$ cat config.mk
export PLATFORM = sky130hd
export DESIGN_NAME = asm_run_counter_flat
export DESIGN_NICKNAME = d
export VERILOG_FILES = /design/src/rtl/asm_run_counter_if.sv /design/src/rtl/asm_run_counter.sv /design/src/flat_wrapper.sv
export SDC_FILE = /design/constraint.sdc
export NUM_CORES = 1
export LEC_CHECK = 0
export BUFFER_PORTS_ARGS = -buffer_cell sky130_fd_sc_hd__buf_2
export CELL_PAD_IN_SITES_DETAIL_PLACEMENT = 2
export CELL_PAD_IN_SITES_GLOBAL_PLACEMENT = 2
export CORE_ASPECT_RATIO = 1.25
export CORE_MARGIN = 2
export CORE_UTILIZATION = 32
export DETAILED_ROUTE_END_ITERATION = 7
export MAX_ROUTING_LAYER = met4
export PLACE_DENSITY_LB_ADDON = 0.1
export SYNTH_ARGS = -nofsm -noshare
export SYNTH_HDL_FRONTEND = slang
export SYNTH_SLANG_ARGS = --single-unit
$ cat constraint.sdc
create_clock -name clk -period 3.15 [get_ports clk]
set_input_delay 0.4725 -clock clk [delete_from_list [all_inputs] [get_ports clk]]
set_output_delay 0.4725 -clock clk [all_outputs]
set_load 0.01 [all_outputs]
$ cat src/rtl/asm_run_counter_if.sv
`default_nettype none
// ============================================================================
//  Module      : asm_run_counter_if
//  Description : Control/status bundle for the ASM run counter. The master
//                drives start/x/target/ack, the slave returns count/busy/done
//                and the state code.
//  Revision    : 1.0 - initial release
// ============================================================================
interface asm_run_counter_if #(
    parameter int WIDTH = 4
);
    logic             start;
    logic             x;
    logic [WIDTH-1:0] target;
    logic             ack;
    logic [WIDTH-1:0] count;
    logic             busy;
    logic             done;
    logic [1:0]       state;

    modport master (
        output start, x, target, ack,
        input  count, busy, done, state
    );

    modport slave (
        input  start, x, target, ack,
        output count, busy, done, state
    );
endinterface
`default_nettype wire

$ cat src/rtl/asm_run_counter.sv
`default_nettype none
// ============================================================================
//  Module      : asm_run_counter
//  Description : Registered Moore FSM (IDLE/ARM/RUN) that counts cycles with
//                x=1 up to a latched terminal count and raises a sticky done.
//                MODE=0 keeps the count across x gaps, MODE=1 clears it.
//  Revision    : 1.0 - initial release
// ============================================================================
module asm_run_counter #(
    parameter int WIDTH = 4,
    parameter int MODE  = 0
) (
    input  wire                    clk,
    input  wire                    reset,
    asm_run_counter_if.slave       bus
);

    typedef enum logic [1:0] {
        S_IDLE = 2'd0,
        S_ARM  = 2'd1,
        S_RUN  = 2'd2,
        S_BAD  = 2'd3
    } state_t;

    localparam logic [WIDTH-1:0] C_ONE = {{(WIDTH-1){1'b0}}, 1'b1};

    state_t           state_q, state_d;
    logic [WIDTH-1:0] count_q, count_d;
    logic [WIDTH-1:0] target_q, target_d;
    logic             done_q, done_d;
    logic             busy_q, busy_d;

    // Next-state and next-output computation; every output is a register.
    always_comb begin
        state_d  = state_q;
        count_d  = count_q;
        target_d = target_q;
        done_d   = done_q;

        // ack clears done everywhere; any set below overrides the clear.
        if (bus.ack) begin
            done_d = 1'b0;
        end

        case (state_q)
            S_IDLE: begin
                if (bus.start) begin
                    count_d = '0;
                    if (bus.target != '0) begin
                        target_d = bus.target;
                        done_d   = 1'b0;
                        state_d  = S_ARM;
                    end else begin
                        // Zero-length measurement completes immediately.
                        done_d = 1'b1;
                    end
                end
            end
            S_ARM: begin
                if (bus.x) begin
                    count_d = count_q + C_ONE;
                    state_d = S_RUN;
                end
            end
            S_RUN: begin
                // Terminal count wins over x, so count can never pass target.
                if (count_q == target_q) begin
                    done_d  = 1'b1;
                    state_d = S_IDLE;
                end else if (bus.x) begin
                    count_d = count_q + C_ONE;
                end else begin
                    state_d = S_ARM;
                    if (MODE == 1) begin
                        count_d = '0;
                    end
                end
            end
            default: begin
                // Unused code: fall back to IDLE leaving count/done alone.
                state_d = S_IDLE;
            end
        endcase

        busy_d = (state_d == S_ARM) || (state_d == S_RUN);
    end

    // State and output registers with synchronous reset.
    always_ff @(posedge clk) begin
        if (reset) begin
            state_q  <= S_IDLE;
            count_q  <= '0;
            target_q <= '0;
            done_q   <= 1'b0;
            busy_q   <= 1'b0;
        end else begin
            state_q  <= state_d;
            count_q  <= count_d;
            target_q <= target_d;
            done_q   <= done_d;
            busy_q   <= busy_d;
        end
    end

    assign bus.count = count_q;
    assign bus.busy  = busy_q;
    assign bus.done  = done_q;
    assign bus.state = state_q;

endmodule
`default_nettype wire

$ cat src/flat_wrapper.sv
// flat-port wrapper written by rule: the top's interface ports become plain ports
module asm_run_counter_flat 
#(
    parameter int WIDTH = 4,
    parameter int MODE  = 0
)
  (clk, reset, bus_start, bus_x, bus_target, bus_ack, bus_count, bus_busy, bus_done, bus_state);
  asm_run_counter_if #(.WIDTH(WIDTH)) bus_i ();
  input  wire clk;
  input  wire reset;
  input wire logic [$bits(bus_i.start)-1:0] bus_start;
  input wire logic [$bits(bus_i.x)-1:0] bus_x;
  input wire logic [$bits(bus_i.target)-1:0] bus_target;
  input wire logic [$bits(bus_i.ack)-1:0] bus_ack;
  output wire logic [$bits(bus_i.count)-1:0] bus_count;
  output wire logic [$bits(bus_i.busy)-1:0] bus_busy;
  output wire logic [$bits(bus_i.done)-1:0] bus_done;
  output wire logic [$bits(bus_i.state)-1:0] bus_state;
  assign bus_i.start = bus_start;
  assign bus_i.x = bus_x;
  assign bus_i.target = bus_target;
  assign bus_i.ack = bus_ack;
  assign bus_count = bus_i.count;
  assign bus_busy = bus_i.busy;
  assign bus_done = bus_i.done;
  assign bus_state = bus_i.state;
  asm_run_counter #(.WIDTH(WIDTH), .MODE(MODE)) u_core (.clk(clk), .reset(reset), .bus(bus_i));
endmodule
==> results of run 1 <==
## worst reg2reg max path: cells and delay by family, from the launching register on
| kind | cells | cell delay (ns) |
|---|---|---|
| buffers and inverters | 1 | 0.11 |
| adder cells (fa/ha/maj) | 1 | 0.39 |
| AO/OA/AOI/OAI | 3 | 0.78 |
| flip-flops | 1 | 0.40 |
| AND/OR/NAND/NOR | 1 | 0.19 |
## layer usage
| layer | share of wire | GRT usage | vias to the layer above |
|---|---|---|---|
| met5 | 0 | - | - |
| met4 | 0.017 | 0.0504 | 0 |
| met3 | 0.031 | 0.0292 | 4 |
| met2 | 0.48 | 0.213 | 11 |
| met1 | 0.47 | 0.200 | 288 |
| li1 | - | - | 296 |
## how the worst max path moves through the flow
stage,endpoint,slack [ns],cells after the start
CTS,u_core.bus.count[3],1.15,6
global placement,u_core.bus.busy,1.16,6
global route,u_core.bus.count[2],0.99,6
finish,u_core.bus.count[3],1.17,6
floorplan,u_core.bus.count[2],1.30,6
detailed placement,u_core.bus.busy,1.13,6
## cells in the final DEF, fill, tap and decap left out, types with 3 or more instances in the layout
master    instances
a22oi_1           4
o21ai_0           3
clkbuf_4          3
dfxtp_1          12
nand2b_1          3
nor2_1            6
inv_1             3
buf_2            16
nand3_1           3
nor2b_1           3
xor2_1            5
ha_1              5
a21oi_1           7
## kinds of logic (layout without fill, tap and decap cells)
| group | after synthesis | after routing | synth area share |
|---|---|---|---|
| compound gates | 20 | 20 | 0.224 |
| xor+xnor | 5 | 5 | 0.0636 |
| buf+inv | 5 | 22 | 0.0273 |
| flops | 12 | 12 | 0.349 |
| fa+ha+maj | 5 | 5 | 0.0909 |
| simple gates | 26 | 26 | 0.245 |
## through the flow
stage          setup slack, ns  hold slack, ns
3_3_place_gp              1.16           0.509
3_5_place_dp              1.13           0.521
2_1_floorplan             1.30           0.485
6_report                  1.17           0.470
5_1_grt                  0.985           0.474
4_1_cts                   1.15           0.465
## state kept, by name (all words and copies together) (netlist names)
register,cells
u_core.bus.state,2
u_core.bus.done,1
u_core.bus.count,4
u_core.target_q,4
u_core.bus.busy,1
## where the power goes
group / total [mW] / switching [mW] / leakage (nW) / internal, mW
logic: 0.101 / 0.0567 / 0.250 / 0.0442
clock network: 0.0953 / 0.0511 / 0.0138 / 0.0442
registers: 0.172 / 0.00923 / 0.0982 / 0.163
## area by class of cell
type,count,area (sq um),share of cell area
Timing Repair Buffer,16,80.1,0.0991
Clock buffer,3,22.5,0.0279
Tap cell,20,25.0,0.0310
Sequential cell,12,240,0.297
Inverter,3,11.3,0.0139
Multi-Input combinational cell,56,429,0.531
==> results.md, run 1 <==
- Outcome: complete, no violations
- Critical path required time: ~3.3 ns
- DRC violation count after routing: 0
- Cell area after synthesis: between 600 and 700 sq um
- Placement-stage cell area: approximately 800 sq um
- Syn. warnings: 0
- Max Buffers Root-to-Sink: 2
- Area of the core region: between 2000 and 2500 sq um
- Finished layout cell area: between 800 and 900 sq um
- Number of global-route vias before repair: ~600
- Final routed wirelength across all metal layers: about 1600 um
- PD cells: about 460 nW/um^2
- Final global-route overflow total: 0
- Category of the worst setup path launch point: flop
- Cell accounting for the most synthesized area: dfxtp_1
- Number of primary I/O pins: 17
- Number of buffers inserted to repair setup after CTS: 0
- Quantity of hold-fixing buffers added after cts: 0
- Most used standard cell by instance count after synthesis: dfxtp_1
- Layout Utilization: 0.403
- Endpoint type of the worst setup path: flop
- Post-synthesis sequential element count: 12
- Per-cell via count in the routed design: about 5.4
- Area share of the leading cell type in the synthesized netlist: 0.349
- Cell count of the worst hold path: 3
- Final max-slew violation count: 0
- Final setup fails: 0
- Post-CTS resize count: 0
- Starting DRT DRC Count: 5
- Commonest cells in the netlist: dfxtp_1 (12), a21oi_1 (7), nor2_1 (6)
- Count of flip-flops with a built-in enable after synthesis: 0
- Post-synthesis average cell area: 9.43 sq um
- Max Fclk: roughly 500 MHz
- Detailed-placement wirelength estimate: about 1300 um
- Post-synth net total: 87
- Max-capacitance violation count: 0
- Worst vdd ir: roughly 0.28 mV
- Fraction of the cycle the final worst path needs: 0.628
- Fraction of synthesis flops using an asynchronous set or reset pin: 0
- Unrepaired setup endpoints after global routing: false
- Count of fill cells added during filler insertion: between 200 and 250
- Worst Hold Launch: bus_target[0]
- Number of placed instances with taps included: 107
- Global-route wire length before repair: between 2000 and 3000 um
- Fraction of layout instances using a drive strength above 1: 0.278
- Worst skew pair latency: 0.27 ns
- Number of buffers added by the clock tree synthesis step: 3
- Worst reg2reg endpoint: u_core.bus.count[3]
- GPL Wtd Cong: 0.814
- Primary flip-flop cell chosen by synthesis mapping: dfxtp_1
- Reg-to-reg startpoint: u_core.bus.state[0]
- Number of diodes added for antenna fixing: 0
- Data arrival time at the worst-slack endpoint: about 2.1 ns
- Post-route antenna net violation count: 0
- Slew at the pin closest to its max-slew limit: 0.489 ns
- Most area-consuming cells after synthesis: dfxtp_1 (35%), ha_1 (9.1%), xor2_1 (6.4%), a21oi_1 (5.1%), a22oi_1 (4.4%)
- Final-report hold violation count: 0
- Sequential fraction of the synthesis area: 0.349
- Class of the tightest hold or removal check: in2reg
- Effective utilization at floorplan: 0.343
- Crit path buffers/inverters: 1
- Average wire per cell in the routed design: 14.7 um
- Power consumption: 368 uW
- Area growth from synthesis to layout: 17.5%
- Largest clock skew in the final design: ~0.0045 ns
- Count of cell types in the netlist: 27
- Start-to-end type of the worst setup path: reg2reg
- CTS sink count: 12
- Number of antenna violations at the first check in global routing: 0
- Start point of the critical path: u_core.bus.state[0]
- Master of the slowest instance on the critical path: a2111oi_4
- Cell family contributing the most delay on the critical path: compound AO/OA/AOI/OAI gates
- Final cell count without fillers: 110
- Setup TNS: 0 ns
- Number of nets in the final layout: 106
- DR vias: 599
- # rows: 18
- Iteration count of the initial detailed-routing pass: 2
- Clock-pin slew on the worst setup and hold paths: roughly 0.080 ns
- Largest net degree at the start of global routing: 13
- Max-Slew Margin vs Limit: 0.674
- Height of the die: about 56 um
- Count of buffers inserted at the top-level ports: 16
- R2r worst-path depth: 6
- H-tree lvl count: 1
- Overall die area: between 2000 and 3000 sq um
- Die Width: about 45 um
- Crit path cell chain: inv_1 > ha_1 > nor2b_1 > a2111oi_4 > a21bo_2 > a21oi_1
- Shortest period the worst path allows: approximately 2 ns
- Number of instances in the synthesized netlist: 73
- Static Leakage: between 0.3 and 0.4 nW
- Sink of the worst hold path: u_core.target_q[0]
- Clock tree from TritonCTS: built
- FF-to-FF setup slack: between 1 and 1.5 ns
- CP Max Fanout: 8
- Overall global routing resource usage: 0.147
- Root buf cell: clkbuf_4
- CP max stage delay: slightly above 0.5 ns
No activity file was read; power rests on OpenSTA's default activity.
==> inputs of run 2 (changes only) <==
CORE_UTILIZATION = 30   (was 32)
clock period = 2.1 ns   (was 3.15 ns; I/O delays follow)
==> results.md, run 2 (synthesis results as in run 1) <==
- Number of primary I/O pins: 17
- Fin worst setup slack: approximately 0.20 ns
- Start-to-end type of the worst setup path: reg2reg
- Clock-pin slew on the worst setup and hold paths: 0.07 ns
- Max Fclk: roughly 530 MHz
- Global-route wire length before repair: between 2000 and 3000 um
- Post-route antenna net violation count: 0
- Unrepaired setup endpoints after global routing: false
- GPL Wtd Cong: 0.766
- Final-report hold violation count: 0
- Worst vdd ir: a little under 0.4 mV
- Slew at the pin closest to its max-slew limit: 0.508 ns
- Effective utilization at floorplan: 0.315
- Overall global routing resource usage: 0.154
- # rows: 19
- Endpoint type of the worst setup path: flop
- Clock tree from TritonCTS: built
- Largest clock skew in the final design: approximately 0.0012 ns
- Power dissipated by switching net loads: ~170 uW
- Die Width: between 40 and 50 um
- Static Leakage: 0.367 nW
- Max-Slew Margin vs Limit: 0.661
- Count of fill cells added during filler insertion: about 270
- Number of nets in the final layout: roughly 110
- Max-capacitance violation count: 0
- CP max stage delay: 0.53 ns
- Average wire per cell in the routed design: 14.2 um
- Root buf cell: clkbuf_4
- Most common cell after layout, fill and taps aside: buf_2
- Worst Hold Launch: bus_target[2]
- Critical path required time: 2.25 ns
- Start point of the critical path: u_core.bus.state[0]
- Area of the core region: 2190 sq um
- Largest net degree at the start of global routing: 13
- DRC violation count after routing: 0
- Iteration count of the initial detailed-routing pass: 2
- CP Max Fanout: 8
- Post-CTS resize count: 0
- Height of the die: 57.5 um
- Number of buffers inserted to repair setup after CTS: 0
- Number of global-route vias before repair: roughly 660
- Master of the slowest instance on the critical path: a2111oi_4
- Crit path buffers/inverters: 1
- Fraction of the cycle the final worst path needs: 0.907
- Number of buffers added by the clock tree synthesis step: 3
- Count of buffers inserted at the top-level ports: 16
- Cell-internal power: 380 uW
- Category of the worst setup path launch point: flop
- Area growth from synthesis to layout: 20.5%
- Fraction of layout instances using a drive strength above 1: 0.286
- Starting DRT DRC Count: 6
- Detailed-placement wirelength estimate: ~1400 um
- Data arrival time at the worst-slack endpoint: approximately 2 ns
- Number of antenna violations at the first check in global routing: 0
- Reg-to-reg startpoint: u_core.bus.state[0]
- Per-cell via count in the routed design: about 5
- Number of diodes added for antenna fixing: 0
- Quantity of hold-fixing buffers added after cts: 0
- Setup TNS: 0 ns
- Crit path cell chain: inv_1 > ha_1 > nor2b_1 > a2111oi_4 > a21bo_2 > a21oi_1
- Class of the tightest hold or removal check: in2reg
- Max Buffers Root-to-Sink: 2
- Final max-slew violation count: 0
- Final setup fails: 0
- Combinational group share of total power: 0.285
- H-tree lvl count: 1
- Outcome: complete, no violations
- PD cells: between 600 and 700 nW/um^2
- Cell family contributing the most delay on the critical path: compound AO/OA/AOI/OAI gates
- Overall die area: approximately 2700 sq um
- Commonest cells after routing, fill and taps aside: buf_2 (16), dfxtp_1 (12), a21oi_1 (7), nor2_1 (6)
- Share of total power consumed by net switching: 0.313
- DR vias: 608
- Sequential group share of total power: 0.467
- Final global-route overflow total: 0
- Share of total power in the clock network: 0.248
- Final routed wirelength across all metal layers: between 1500 and 2000 um
- Shortest period the worst path allows: around 1.9 ns
- Layout Utilization: 0.379
- Setup Slack @ Placement: around 0.18 ns
- CTS sink count: 12
- Worst skew pair latency: roughly 0.26 ns
[run 2: layout make-up]
type	count	area (sq um)	area share
inverter	3	11.3	0.0136
tap	31	38.8	0.0468
sequential	12	240	0.290
timing repair buffer	17	87.6	0.106
clock buffer	3	22.5	0.0271
multi-input combinational	56	429	0.517
[run 2: worst register-to-register path, stage by stage, from the launching register on]
cell	delay [ns]
dfxtp_1	0.41
inv_1	0.11
ha_1	0.32
nor2b_1	0.16
a2111oi_4	0.53
a21bo_2	0.21
a21oi_1	0.05
[run 2: worst paths after layout]
check	end	slack [ns]	cells past startpoint
setup / recovery	u_core.bus.count[3]	0.20	6
hold / removal	u_core.target_q[2]	0.32	3
setup reg to reg	u_core.bus.count[3]	0.20	6
hold reg to reg	u_core.target_q[3]	0.53	2
[run 2: layer usage]
metal,routed length (um),vias up,track usage
li1,-,297,-
met1,716,300,0.156
met2,937,9,0.276
met3,53,2,0.0285
met4,21,0,0.0595
met5,0,-,-
[run 2: metrics by stage]
step	hold slack (ns)	instances	cell area (sq um)	power, mW
after global routing	0.327	122	830	0.595
after detailed placement	0.521	119	807	0.424
after CTS	0.321	122	830	0.567
after global placement	0.521	119	807	0.421
after floorplan	0.386	73	688	0.372
final	0.323	122	830	0.553
[run 2: power by group through the flow]
stage	combinational, mW	clock, mW	sequential [mW]
after floorplan	0.106	0	0.266
after global placement	0.157	0	0.264
after detailed placement	0.160	0	0.264
after CTS	0.161	0.147	0.259
after global routing	0.176	0.157	0.261
final	0.157	0.137	0.258
